===== config.mk =====
export PLATFORM = sky130hd
export DESIGN_NAME = int_arbiter
export DESIGN_NICKNAME = d
export VERILOG_FILES = /design/src/rtl/int_pkg.sv /design/src/rtl/int_rr_pick.sv /design/src/rtl/int_arbiter.sv
export SDC_FILE = /design/constraint.sdc
export NUM_CORES = 1
export LEC_CHECK = 0
export BUFFER_PORTS_ARGS = -buffer_cell sky130_fd_sc_hd__buf_2
export CORE_MARGIN = 1.5
export CORE_UTILIZATION = 35
export CTS_BUF_LIST = sky130_fd_sc_hd__clkbuf_4
export CTS_CLUSTER_DIAMETER = 40
export DETAILED_ROUTE_END_ITERATION = 7
export MAX_ROUTING_LAYER = met4
export PLACE_DENSITY_LB_ADDON = 0.08
export SLEW_MARGIN = 25
export SYNTH_ARGS = -nofsm -noshare
export SYNTH_HDL_FRONTEND = slang
export SYNTH_SLANG_ARGS = --single-unit

===== constraint.sdc =====
create_clock -name CLK -period 9.6 [get_ports CLK]
set_input_delay 1.44 -clock CLK [delete_from_list [all_inputs] [get_ports CLK]]
set_output_delay 1.44 -clock CLK [all_outputs]
set_load 0.02 [all_outputs]

===== src/rtl/int_pkg.sv =====
// Shared definitions for the interrupt arbiter: register map, CTRL bit
// positions, FSM state encoding and small helpers.
package int_pkg;

  // Register window addresses
  localparam logic [1:0] REG_VECBASE = 2'd0;
  localparam logic [1:0] REG_MASK    = 2'd1;
  localparam logic [1:0] REG_PEND    = 2'd2;
  localparam logic [1:0] REG_CTRL    = 2'd3;

  // CTRL register bit positions
  localparam int CTRL_GEN_BIT = 0;
  localparam int CTRL_RR_BIT  = 1;

  // Vector returned when an IACK finds nothing eligible
  localparam logic [7:0] SPURIOUS_VEC_DEF = 8'h0F;

  // Arbiter FSM states
  typedef enum logic [1:0] {
    ST_IDLE   = 2'd0,
    ST_ASSERT = 2'd1,
    ST_VECTOR = 2'd2,
    ST_DONE   = 2'd3
  } int_state_e;

  // Index increment that wraps at n sources (round-robin pointer advance)
  function automatic logic [2:0] wrap_inc(input logic [2:0] idx, input int unsigned n);
    if (({29'd0, idx} + 32'd1) >= n) begin
      return 3'd0;
    end else begin
      return idx + 3'd1;
    end
  endfunction

endpackage


===== src/rtl/int_rr_pick.sv =====
// Combinational winner selection: fixed priority (lowest index) or
// round-robin starting at rr_ptr. The eligible vector is rotated so that
// rr_ptr lands at bit 0, the lowest set bit is found, and the offset is
// mapped back to a source index.
module int_rr_pick #(
  parameter int N_SRC = 4
) (
  input  logic [N_SRC-1:0] elig,
  input  logic [2:0]       rr_ptr,
  input  logic             rr_mode,
  output logic [2:0]       win,
  output logic             any
);

  logic [N_SRC-1:0] scan_s;
  logic [2:0]       base_s;
  logic [2:0]       off_s;
  logic             found_s;
  logic [3:0]       sum_s;

  // Rotate (RR mode), find first set bit, translate back to source index
  always_comb begin
    if (rr_mode) begin
      scan_s = N_SRC'({elig, elig} >> rr_ptr);
      base_s = rr_ptr;
    end else begin
      scan_s = elig;
      base_s = 3'd0;
    end
    off_s   = 3'd0;
    found_s = 1'b0;
    for (int i = 0; i < N_SRC; i++) begin
      if (!found_s && scan_s[i]) begin
        off_s   = 3'(i);
        found_s = 1'b1;
      end else begin
        found_s = found_s;
      end
    end
    sum_s = {1'b0, base_s} + {1'b0, off_s};
    if (sum_s >= 4'(N_SRC)) begin
      win = 3'(sum_s - 4'(N_SRC));
    end else begin
      win = sum_s[2:0];
    end
    any = found_s;
  end

endmodule


===== src/rtl/int_arbiter.sv =====
// Shares the INT2 request line and the interrupt vector among N_SRC
// on-card sources. Holds per-source pending/mask state, arbitrates, freezes
// the winner for the IACK cycle and retires it when the IACK completes.
module int_arbiter
  import int_pkg::*;
#(
  parameter int         N_SRC        = 4,
  parameter logic [7:0] SPURIOUS_VEC = SPURIOUS_VEC_DEF
) (
  input  logic             CLK,
  input  logic             RESET,
  input  logic [N_SRC-1:0] src_irq,
  input  logic             reg_wr,
  input  logic             reg_rd,
  input  logic [1:0]       reg_addr,
  input  logic [7:0]       reg_wdata,
  output logic [7:0]       reg_rdata,
  input  logic             iack_req,
  input  logic             iack_done,
  output logic             int_req,
  output logic [7:0]       iack_vector,
  output logic             iack_valid,
  output logic [2:0]       grant_id
);

  logic [N_SRC-1:0] sync1_r, sync2_r, sync3_r;
  logic [N_SRC-1:0] edge_s, w1c_s, iack_clr_s, pend_nxt_s;
  logic [N_SRC-1:0] pend_r, mask_r, elig_s, pick_in_s;
  logic [7:0]       vecbase_r;
  logic [1:0]       ctrl_r;
  logic [2:0]       rr_ptr_r, win_s, grant_r;
  logic             any_s, iack_prev_r, iack_rise_s, freeze_s, spur_r;
  logic [7:0]       vec_r, rdata_r, rdata_nxt_s;
  int_state_e       state_r, state_nxt_s;
  logic             int_req_r, int_req_nxt_s, valid_r, valid_nxt_s;

  // Zero-extend a per-source vector to the 8-bit register width
  function automatic logic [7:0] zext8(input logic [N_SRC-1:0] v);
    logic [7:0] t;
    t = 8'h00;
    t[N_SRC-1:0] = v;
    return t;
  endfunction

  // Two-flop synchronizer plus one more stage for rising-edge detection
  always_ff @(posedge CLK or posedge RESET) begin
    if (RESET) begin
      sync1_r <= '0;
      sync2_r <= '0;
      sync3_r <= '0;
    end else begin
      sync1_r <= src_irq;
      sync2_r <= sync1_r;
      sync3_r <= sync2_r;
    end
  end

  assign edge_s      = sync2_r & ~sync3_r;
  assign elig_s      = pend_r & mask_r & {N_SRC{ctrl_r[CTRL_GEN_BIT]}};
  // A same-cycle W1C already hides its bits from the arbiter, so a freeze in
  // that cycle sees the source as gone and answers with the spurious vector.
  assign pick_in_s   = elig_s & ~w1c_s;
  assign iack_rise_s = iack_req & ~iack_prev_r;
  assign freeze_s    = (state_r == ST_ASSERT) && iack_rise_s;

  int_rr_pick #(.N_SRC(N_SRC)) u_pick (
    .elig    (pick_in_s),
    .rr_ptr  (rr_ptr_r),
    .rr_mode (ctrl_r[CTRL_RR_BIT]),
    .win     (win_s),
    .any     (any_s)
  );

  // Pending clear sources: software W1C and completed (non-spurious) IACK
  always_comb begin
    if (reg_wr && (reg_addr == REG_PEND)) begin
      w1c_s = reg_wdata[N_SRC-1:0];
    end else begin
      w1c_s = '0;
    end
    for (int i = 0; i < N_SRC; i++) begin
      if ((state_r == ST_VECTOR) && iack_done && !spur_r) begin
        iack_clr_s[i] = (grant_r == 3'(i));
      end else begin
        iack_clr_s[i] = 1'b0;
      end
    end
    // New edges win over both clear sources
    pend_nxt_s = (pend_r & ~w1c_s & ~iack_clr_s) | edge_s;
  end

  // Software-visible registers and the pending set/clear update
  always_ff @(posedge CLK or posedge RESET) begin
    if (RESET) begin
      vecbase_r <= 8'h00;
      mask_r    <= '0;
      ctrl_r    <= 2'b00;
      pend_r    <= '0;
    end else begin
      pend_r <= pend_nxt_s;
      if (reg_wr) begin
        case (reg_addr)
          REG_VECBASE: vecbase_r <= reg_wdata;
          REG_MASK:    mask_r    <= reg_wdata[N_SRC-1:0];
          REG_CTRL:    ctrl_r    <= reg_wdata[1:0];
          default:     ctrl_r    <= ctrl_r;
        endcase
      end
    end
  end

  // Read mux for the register window
  always_comb begin
    case (reg_addr)
      REG_VECBASE: rdata_nxt_s = vecbase_r;
      REG_MASK:    rdata_nxt_s = zext8(mask_r);
      REG_PEND:    rdata_nxt_s = zext8(pend_r);
      REG_CTRL:    rdata_nxt_s = {6'd0, ctrl_r};
      default:     rdata_nxt_s = 8'h00;
    endcase
  end

  // Read data register, loaded on the read strobe
  always_ff @(posedge CLK or posedge RESET) begin
    if (RESET) begin
      rdata_r <= 8'h00;
    end else if (reg_rd) begin
      rdata_r <= rdata_nxt_s;
    end
  end

  // FSM state register
  always_ff @(posedge CLK or posedge RESET) begin
    if (RESET) begin
      state_r <= ST_IDLE;
    end else begin
      state_r <= state_nxt_s;
    end
  end

  // FSM next-state logic
  always_comb begin
    case (state_r)
      ST_IDLE: begin
        if (elig_s != '0) begin
          state_nxt_s = ST_ASSERT;
        end else begin
          state_nxt_s = ST_IDLE;
        end
      end
      ST_ASSERT: begin
        if (iack_rise_s) begin
          state_nxt_s = ST_VECTOR;
        end else if ((elig_s == '0) && !iack_req) begin
          state_nxt_s = ST_IDLE;
        end else begin
          state_nxt_s = ST_ASSERT;
        end
      end
      ST_VECTOR: begin
        if (iack_done) begin
          state_nxt_s = ST_DONE;
        end else if (!iack_req) begin
          state_nxt_s = ST_ASSERT;
        end else begin
          state_nxt_s = ST_VECTOR;
        end
      end
      ST_DONE:  state_nxt_s = ST_IDLE;
      default:  state_nxt_s = ST_IDLE;
    endcase
  end

  // FSM output decode, computed from the next state so outputs can be registered
  always_comb begin
    case (state_nxt_s)
      ST_ASSERT: begin int_req_nxt_s = 1'b1; valid_nxt_s = 1'b0; end
      ST_VECTOR: begin int_req_nxt_s = 1'b1; valid_nxt_s = 1'b1; end
      default:   begin int_req_nxt_s = 1'b0; valid_nxt_s = 1'b0; end
    endcase
  end

  // Registered request/valid outputs
  always_ff @(posedge CLK or posedge RESET) begin
    if (RESET) begin
      int_req_r <= 1'b0;
      valid_r   <= 1'b0;
    end else begin
      int_req_r <= int_req_nxt_s;
      valid_r   <= valid_nxt_s;
    end
  end

  // Grant tracking, freeze at IACK rise, and round-robin pointer advance
  always_ff @(posedge CLK or posedge RESET) begin
    if (RESET) begin
      grant_r     <= 3'd0;
      spur_r      <= 1'b0;
      vec_r       <= SPURIOUS_VEC;
      rr_ptr_r    <= 3'd0;
      iack_prev_r <= 1'b0;
    end else begin
      iack_prev_r <= iack_req;
      if (freeze_s) begin
        grant_r <= win_s;
        spur_r  <= !any_s;
        vec_r   <= any_s ? (vecbase_r + {5'd0, win_s}) : SPURIOUS_VEC;
      end else if ((state_r == ST_ASSERT) || (state_nxt_s == ST_ASSERT && state_r == ST_IDLE)) begin
        grant_r <= win_s;
      end
      if ((state_r == ST_VECTOR) && iack_done && ctrl_r[CTRL_RR_BIT]) begin
        rr_ptr_r <= wrap_inc(grant_r, N_SRC);
      end
    end
  end

  assign int_req     = int_req_r;
  assign iack_valid  = valid_r;
  assign iack_vector = vec_r;
  assign grant_id    = grant_r;
  assign reg_rdata   = rdata_r;

endmodule


* Word-level counts from Yosys, hierarchy flattened
Index checks and enable logic that the tools add are counted.
** Storage, ports and cells
- Register bits :: 58
- Input port bits :: 20
- Output and inout port bits :: 21
- Word-level logic and storage cells :: 102
** Cells by class
- Add/sub/neg operators :: 5
- Magnitude comparators :: 2
- Equal/unequal tests :: 11
- Shift-type cells :: 1
- Muxes and demuxes :: 28
- Bitwise gates (word level) :: 12
- Reduce and logical (&&, ||, !) cells :: 27
** Operator list (count)
- $pmux 8 s4 :: 1
- $and 4x4->4 :: 6
- $mux 3 :: 5
- $mux 1 :: 13
- $not 4->4 :: 3
- $eq 2x2->1 const B :: 5
- $logic_and 1x1->1 :: 10
- $mux 2 :: 5
- $add 8x3->8 :: 1
- $ge 4x3->1 const B :: 2
- $mux 4 :: 2
- $mux 8 :: 1
- $pmux 2 s4 :: 1
- $shr 8x3->4 :: 1
- $eq 2x1->1 const B :: 3
- $eq 3x2->1 const B :: 2
- $logic_not 1->1 :: 6
- $reduce_and 2->1 :: 3
- $add 3x1->4 const B :: 1
- $add 3x2->4 :: 1
- $logic_not 2->1 :: 2
- $logic_not 4->1 :: 1
- $or 4x4->4 :: 1
- $reduce_bool 4->1 :: 1
- other kinds (9) :: 9

* Longest topological paths before layout
- Depth in word-level cells :: 22
- Depth in mapped cells :: 18
- Gate-level depth less buffers :: 17

* Cells and area by module
Synthesis repeated with hierarchy kept, for this count alone.
** Second synthesis, totals
- Cells, all modules :: 272
- Area total of the unflattened synthesis :: 2869.0 um^2
** By module, submodules not included
- int_arbiter :: times used 1, cells an instance 231, area an instance 2561.2 um^2
- int_rr_pick :: times used 1, cells an instance 41, area an instance 307.8 um^2

* Worst setup path after synthesis
OpenSTA, ideal clock, no wires.
- Path type :: input-to-reg
- From :: input port reg_addr[0]
- To :: register vec_r[6], in the netlist iack_vector[6]
- Setup time :: 0.121 ns
- Data arrival time :: 4.574 ns
- Required time :: 9.479 ns
- Setup slack :: 4.905 ns
- Stages :: 17
- Buffers on the path :: 1
- Cells stage by stage :: buf_6 -> nand4b_1 -> and2_1 -> mux2_4 -> a221oi_4 -> nand2b_1 -> a21boi_1 -> ha_1 -> inv_1 -> fa_1 -> inv_1 -> fa_1 -> and2_1 -> o2111ai_1 -> xor2_1 -> nor2_1 -> a22o_1
** On the way
- Longest elaborated chain between the ends :: 22
- Elaborated cells on any way between the ends :: 26
- Those cells by class :: add/sub: 3; order compare: 1; eq/ne: 1; shift: 1; mux: 11; bitwise: 2; reduce/logical: 7
** Ends and longest elaborated chain
- start, declared :: RTL line int_arbiter.sv:15 : input logic [1:0] reg_addr,
- $eq 2x2->1 (*) :: RTL line int_arbiter.sv:76 : if (reg_wr && (reg_addr == REG_PEND)) begin
- $logic_and 1x1->1 (*) :: RTL line int_arbiter.sv:76
- $mux 4 (*) :: RTL line int_arbiter.sv:76
- $not 4->4 (*) :: RTL line int_arbiter.sv:62 : assign pick_in_s = elig_s & ~w1c_s;
- $and 4x4->4 (*) :: RTL line int_arbiter.sv:62
- $shr 8x3->4 :: RTL line int_rr_pick.sv:24 : scan_s = N_SRC'({elig, elig} >> rr_ptr);
- $mux 4 (*) :: RTL line int_rr_pick.sv:23 : if (rr_mode) begin
- $mux 1 :: RTL line int_rr_pick.sv:33 : if (!found_s && scan_s[i]) begin
- [... 7 more ...]
- $logic_and 1x1->1 :: RTL line int_rr_pick.sv:33
- $mux 2 (*) :: RTL line int_rr_pick.sv:33
- $add 3x2->4 (*) :: RTL line int_rr_pick.sv:40 : sum_s = {1'b0, base_s} + {1'b0, off_s};
- via u_pick.sum_s[1] :: RTL line int_rr_pick.sv:19 : logic [3:0] sum_s;
- $ge 4x3->1 / $sub 3x3->3 (equally long branches) :: RTL line int_rr_pick.sv:41, int_rr_pick.sv:42
- $mux 3 (*) :: RTL line int_rr_pick.sv:41 : if (sum_s >= 4'(N_SRC)) begin
- $add 8x3->8 (*) :: RTL line int_arbiter.sv:207 : vec_r <= any_s ? (vecbase_r + {5'd0, win_s}) : SPURIOUS_VEC;
- $mux 8 (*) :: RTL line int_arbiter.sv:207
- end signal, assigned :: RTL line int_arbiter.sv:207
- end, declared :: RTL line int_arbiter.sv:33 : logic [7:0] vec_r, rdata_r, rdata_nxt_s;
Mark *: on every way through the listed nets, which the timed path passes. The rest lies on a longest branch.
A chain may end at the register's enable or synchronous reset.

* Worst setup path in the final report
- From :: input port reg_addr[0]
- To :: register vec_r[6], in the netlist iack_vector[6]
** On the way
- Longest elaborated chain between the ends :: 22
- Elaborated cells on any way between the ends :: 26
- Those cells by class :: add/sub: 3; order compare: 1; eq/ne: 1; shift: 1; mux: 11; bitwise: 2; reduce/logical: 7
** Ends and longest elaborated chain
- $eq 2x2->1 (*) :: RTL line int_arbiter.sv:76
- $logic_and 1x1->1 (*) :: RTL line int_arbiter.sv:76
- $mux 4 (*) :: RTL line int_arbiter.sv:76
- $not 4->4 (*) :: RTL line int_arbiter.sv:62
- $and 4x4->4 (*) :: RTL line int_arbiter.sv:62
- $shr 8x3->4 :: RTL line int_rr_pick.sv:24
- $mux 4 (*) :: RTL line int_rr_pick.sv:23
- $mux 1 :: RTL line int_rr_pick.sv:33
- [... 7 more ...]
- $logic_and 1x1->1 :: RTL line int_rr_pick.sv:33
- $mux 2 (*) :: RTL line int_rr_pick.sv:33
- $add 3x2->4 (*) :: RTL line int_rr_pick.sv:40
- $ge 4x3->1 / $sub 3x3->3 (equally long branches) :: RTL line int_rr_pick.sv:41, int_rr_pick.sv:42
- $mux 3 (*) :: RTL line int_rr_pick.sv:41
- via u_pick.win[2] :: RTL line int_rr_pick.sv:11 : output logic [2:0] win,
- $add 8x3->8 (*) :: RTL line int_arbiter.sv:207
- $mux 8 (*) :: RTL line int_arbiter.sv:207
Marked as above.

==> impl_metrics.yaml <==
run_status:
  outcome: "complete, no violations"
hold_path:
  hold_class: "flop to flop"
  whs_path_depth: 0
floorplan:
  core_area_um2: 7810
  die_y_um: 93.2
  start_util: 0.365
  die_w_um: 93.2
  design.die.area_um2: 8690
  rows: 32
  ios: 41
finish:
  fin_area_um2: 3290
  area_delta_synth_final_pct: 15.5
  antennaDiodeCount: 0
  layoutNonFillerInstCount: 412
  nFillCells: 782
  drive_above_1_share: 0.281
  nNetsFinal: 339
  final_common_cell: "dfrtp_1"
  layout_common_cells: "dfrtp_1 (54), buf_2 (40), nor2_1 (22)"
critical_path:
  reg2reg_to: "iack_vector[6]"
  slowest_delay_ns: 0.36
  r2r_cells: 16
  critPathCaptureType: "flop"
  critPathBufInv: 2
  worst-r2r-setup-slack_ns: 5.69
  crit_chain: "buf_2, nand4b_1, and2_1, mux2_4, a221oi_4, nand2b_1, a21boi_1, ha_1, inv_1, fa_1, nor3_1, ha_1, and2_1, o2111ai_1, xor2_1, nor2_1, a22o_1"
  critPathLaunchType: "primary input"
  cp-startpoint: "reg_addr[0]"
  worst_path_max_delay_cell: "fa_1"
  reg2reg_from: "ctrl_r[0]"
  cp.arrival_ns: 5.00
  worstSetupPathType: "primary input to flop"
  crit_family: "simple AND/OR/NAND/NOR gates"
  crit_end: "iack_vector[6]"
  cp_max_fo: 11
  cp_num_cells: 17
  required_ns: 9.89
global_route:
  grt_pass1_wl_mm: 10.5
  grt_max_degree: 59
  antenna_found_initial: 0
  track_usage: 0.166
  grt_pass1_vias: 2084
  gr-total-overflow: 0
logic_synthesis:
  ys.warnings.count: 0
  ys.flop_type: "dfrtp_1"
  netlist_area_um2: 2850
  avgSynthCellArea_um2: 11.0
  synth_cells: 260
  synth-edff-count: 0
  synth_seq_area_share: 0.511
  synth_cell_type_count: 47
  async_reset_ff_frac: 1.00
  ys_ff_latch: 58
  synth_fp_nets: 294
sta:
  finalHoldViolCount: 0
  tightest_slew_ns: 0.850
  fin_hold_ws_ns: 0.360
  clock_skew_ns: 0.0185
  fin_tns_setup_ns: 0
  rsz0062_at_grt: "false"
  relSlewSlack: 0.429
  fin_crit_ns: 4.71
  period_share: 0.491
  drv_slew: 0
  finalSetupViolCount: 0
  fmax_mhz: 212
detailed_routing:
  avgRoutedWirePerCell_um: 14.8
  first_pass_iters: 4
  drc: 0
  wl_mm: 6.12
  drt_iter0_markers: 130
  ant_nets: 0
  vias: 2017
  drt-vias-per-instance: 4.90
clocking:
  path_clk_slew_ns: 0.11
  cts.sinks: 58
  cts_tree: "done"
  hold_buffers: 0
  h-tree-depth: 3
  numCtsBuffers: 9
  cts-root-buf: "clkbuf_4"
  postCtsResizedCells: 0
  cts_setup_buffers: 0
  insertion_delay_ns: 0.41
  ctsLongestPathBuffers: 2
placement:
  placedCellCount: 396
  place_congestion: 0.833
  hpwl_mm: 4.49
  placed_area_um2: 3140
  numPortBuffers: 40
pwr:
  leakagePower_nw: 1.52
  p_per_area_nw_per_um2: 253
  p_total_mw: 0.833
  max-vdd-ir-drop_mv: 0.0761
flow_run:
  maxCapViolCount: 0
## metal layers
metal,wire length (um),vias to the layer above,part of all wire,track usage
li1,-,1002,-,-
met1,2990,941,0.49,0.226
met2,2750,62,0.45,0.239
met3,240,12,0.039,0.0268
met4,142,0,0.023,0.0833
met5,0,-,0,-
## state kept, by name, summed over array words and instances (netlist names), 2 cells and up
name / count
state_r: 2
reg_rdata: 8
grant_id: 3
mask_r: 4
ctrl_r: 2
sync3_r: 4
sync2_r: 4
iack_vector: 8
sync1_r: 4
pend_r: 4
vecbase_r: 8
rr_ptr_r: 3
## synthesized netlist by cell type, types with 2 or more instances
cell | number | area (um^2)
dfrtp_1 | 54 | 1350
nor2_1 | 22 | 82.6
inv_1 | 21 | 78.8
mux2_2 | 18 | 203
nand2_1 | 18 | 67.6
nand3_1 | 16 | 80.1
o21ai_0 | 14 | 70.1
ha_1 | 12 | 150
a21oi_1 | 10 | 50.1
and2_1 | 6 | 37.5
and3_1 | 5 | 31.3
clkbuf_1 | 4 | 15.0
dfstp_2 | 4 | 105
nand4b_1 | 4 | 35.0
nor3_1 | 4 | 20.0
a22o_1 | 3 | 26.3
a31oi_1 | 3 | 18.8
nand2b_1 | 3 | 18.8
xnor2_1 | 3 | 26.3
xor2_1 | 3 | 26.3
a21boi_1 | 2 | 15.0
fa_1 | 2 | 40.0
mux2i_1 | 2 | 20.0
mux4_2 | 2 | 45.0
nor2b_1 | 2 | 12.5
o21ai_1 | 2 | 10.0
## layout make-up
class                      count  area (um^2)  area share
clock buffer                   9         67.6      0.0205
clock inverter                 7         77.6      0.0236
inverter                      21         78.8      0.0240
multi-input combinational    174         1270       0.387
sequential                    58         1460       0.443
tap                          102          128      0.0388
timing repair buffer          41          208      0.0631
## logic make-up (layout without fill, tap and decap cells)
family / Yosys count / after routing / share of synthesized area
XOR/XNOR: 6 / 6 / 0.0185
AND/OR/NAND/NOR: 86 / 86 / 0.156
buffers and inverters: 28 / 78 / 0.0413
AO/OA/AOI/OAI: 45 / 45 / 0.107
flip-flops: 58 / 58 / 0.511
multiplexers: 23 / 23 / 0.0993
adder cells (fa/ha/maj): 14 / 14 / 0.0668
## stage by stage
| stage | setup WS (ns) | utilization |
|---|---|---|
| after floorplan | 4.90 | - |
| after global placement | 4.50 | 0.403 |
| after detailed placement | 4.49 | 0.403 |
| after CTS | 4.86 | 0.421 |
| after global routing | 4.62 | 0.421 |
| final | 4.89 | 0.421 |
## power by group
part           leakage (nW)  internal, mW  switching [mW]
clock                0.0769        0.0814           0.101
combinational         0.752         0.125           0.172
sequential            0.693         0.303          0.0495
total                  1.52         0.509           0.323
## how the worst min path moves through the flow
stage	from	end	slack [ns]
floorplan	sync1_r[0]	sync2_r[0]	0.33
global placement	sync1_r[2]	sync2_r[2]	0.33
detailed placement	sync1_r[0]	sync2_r[0]	0.33
CTS	sync1_r[0]	sync2_r[0]	0.36
global route	sync1_r[2]	sync2_r[2]	0.37
finish	sync1_r[2]	sync2_r[2]	0.36
(Power assumes the default switching activity.)
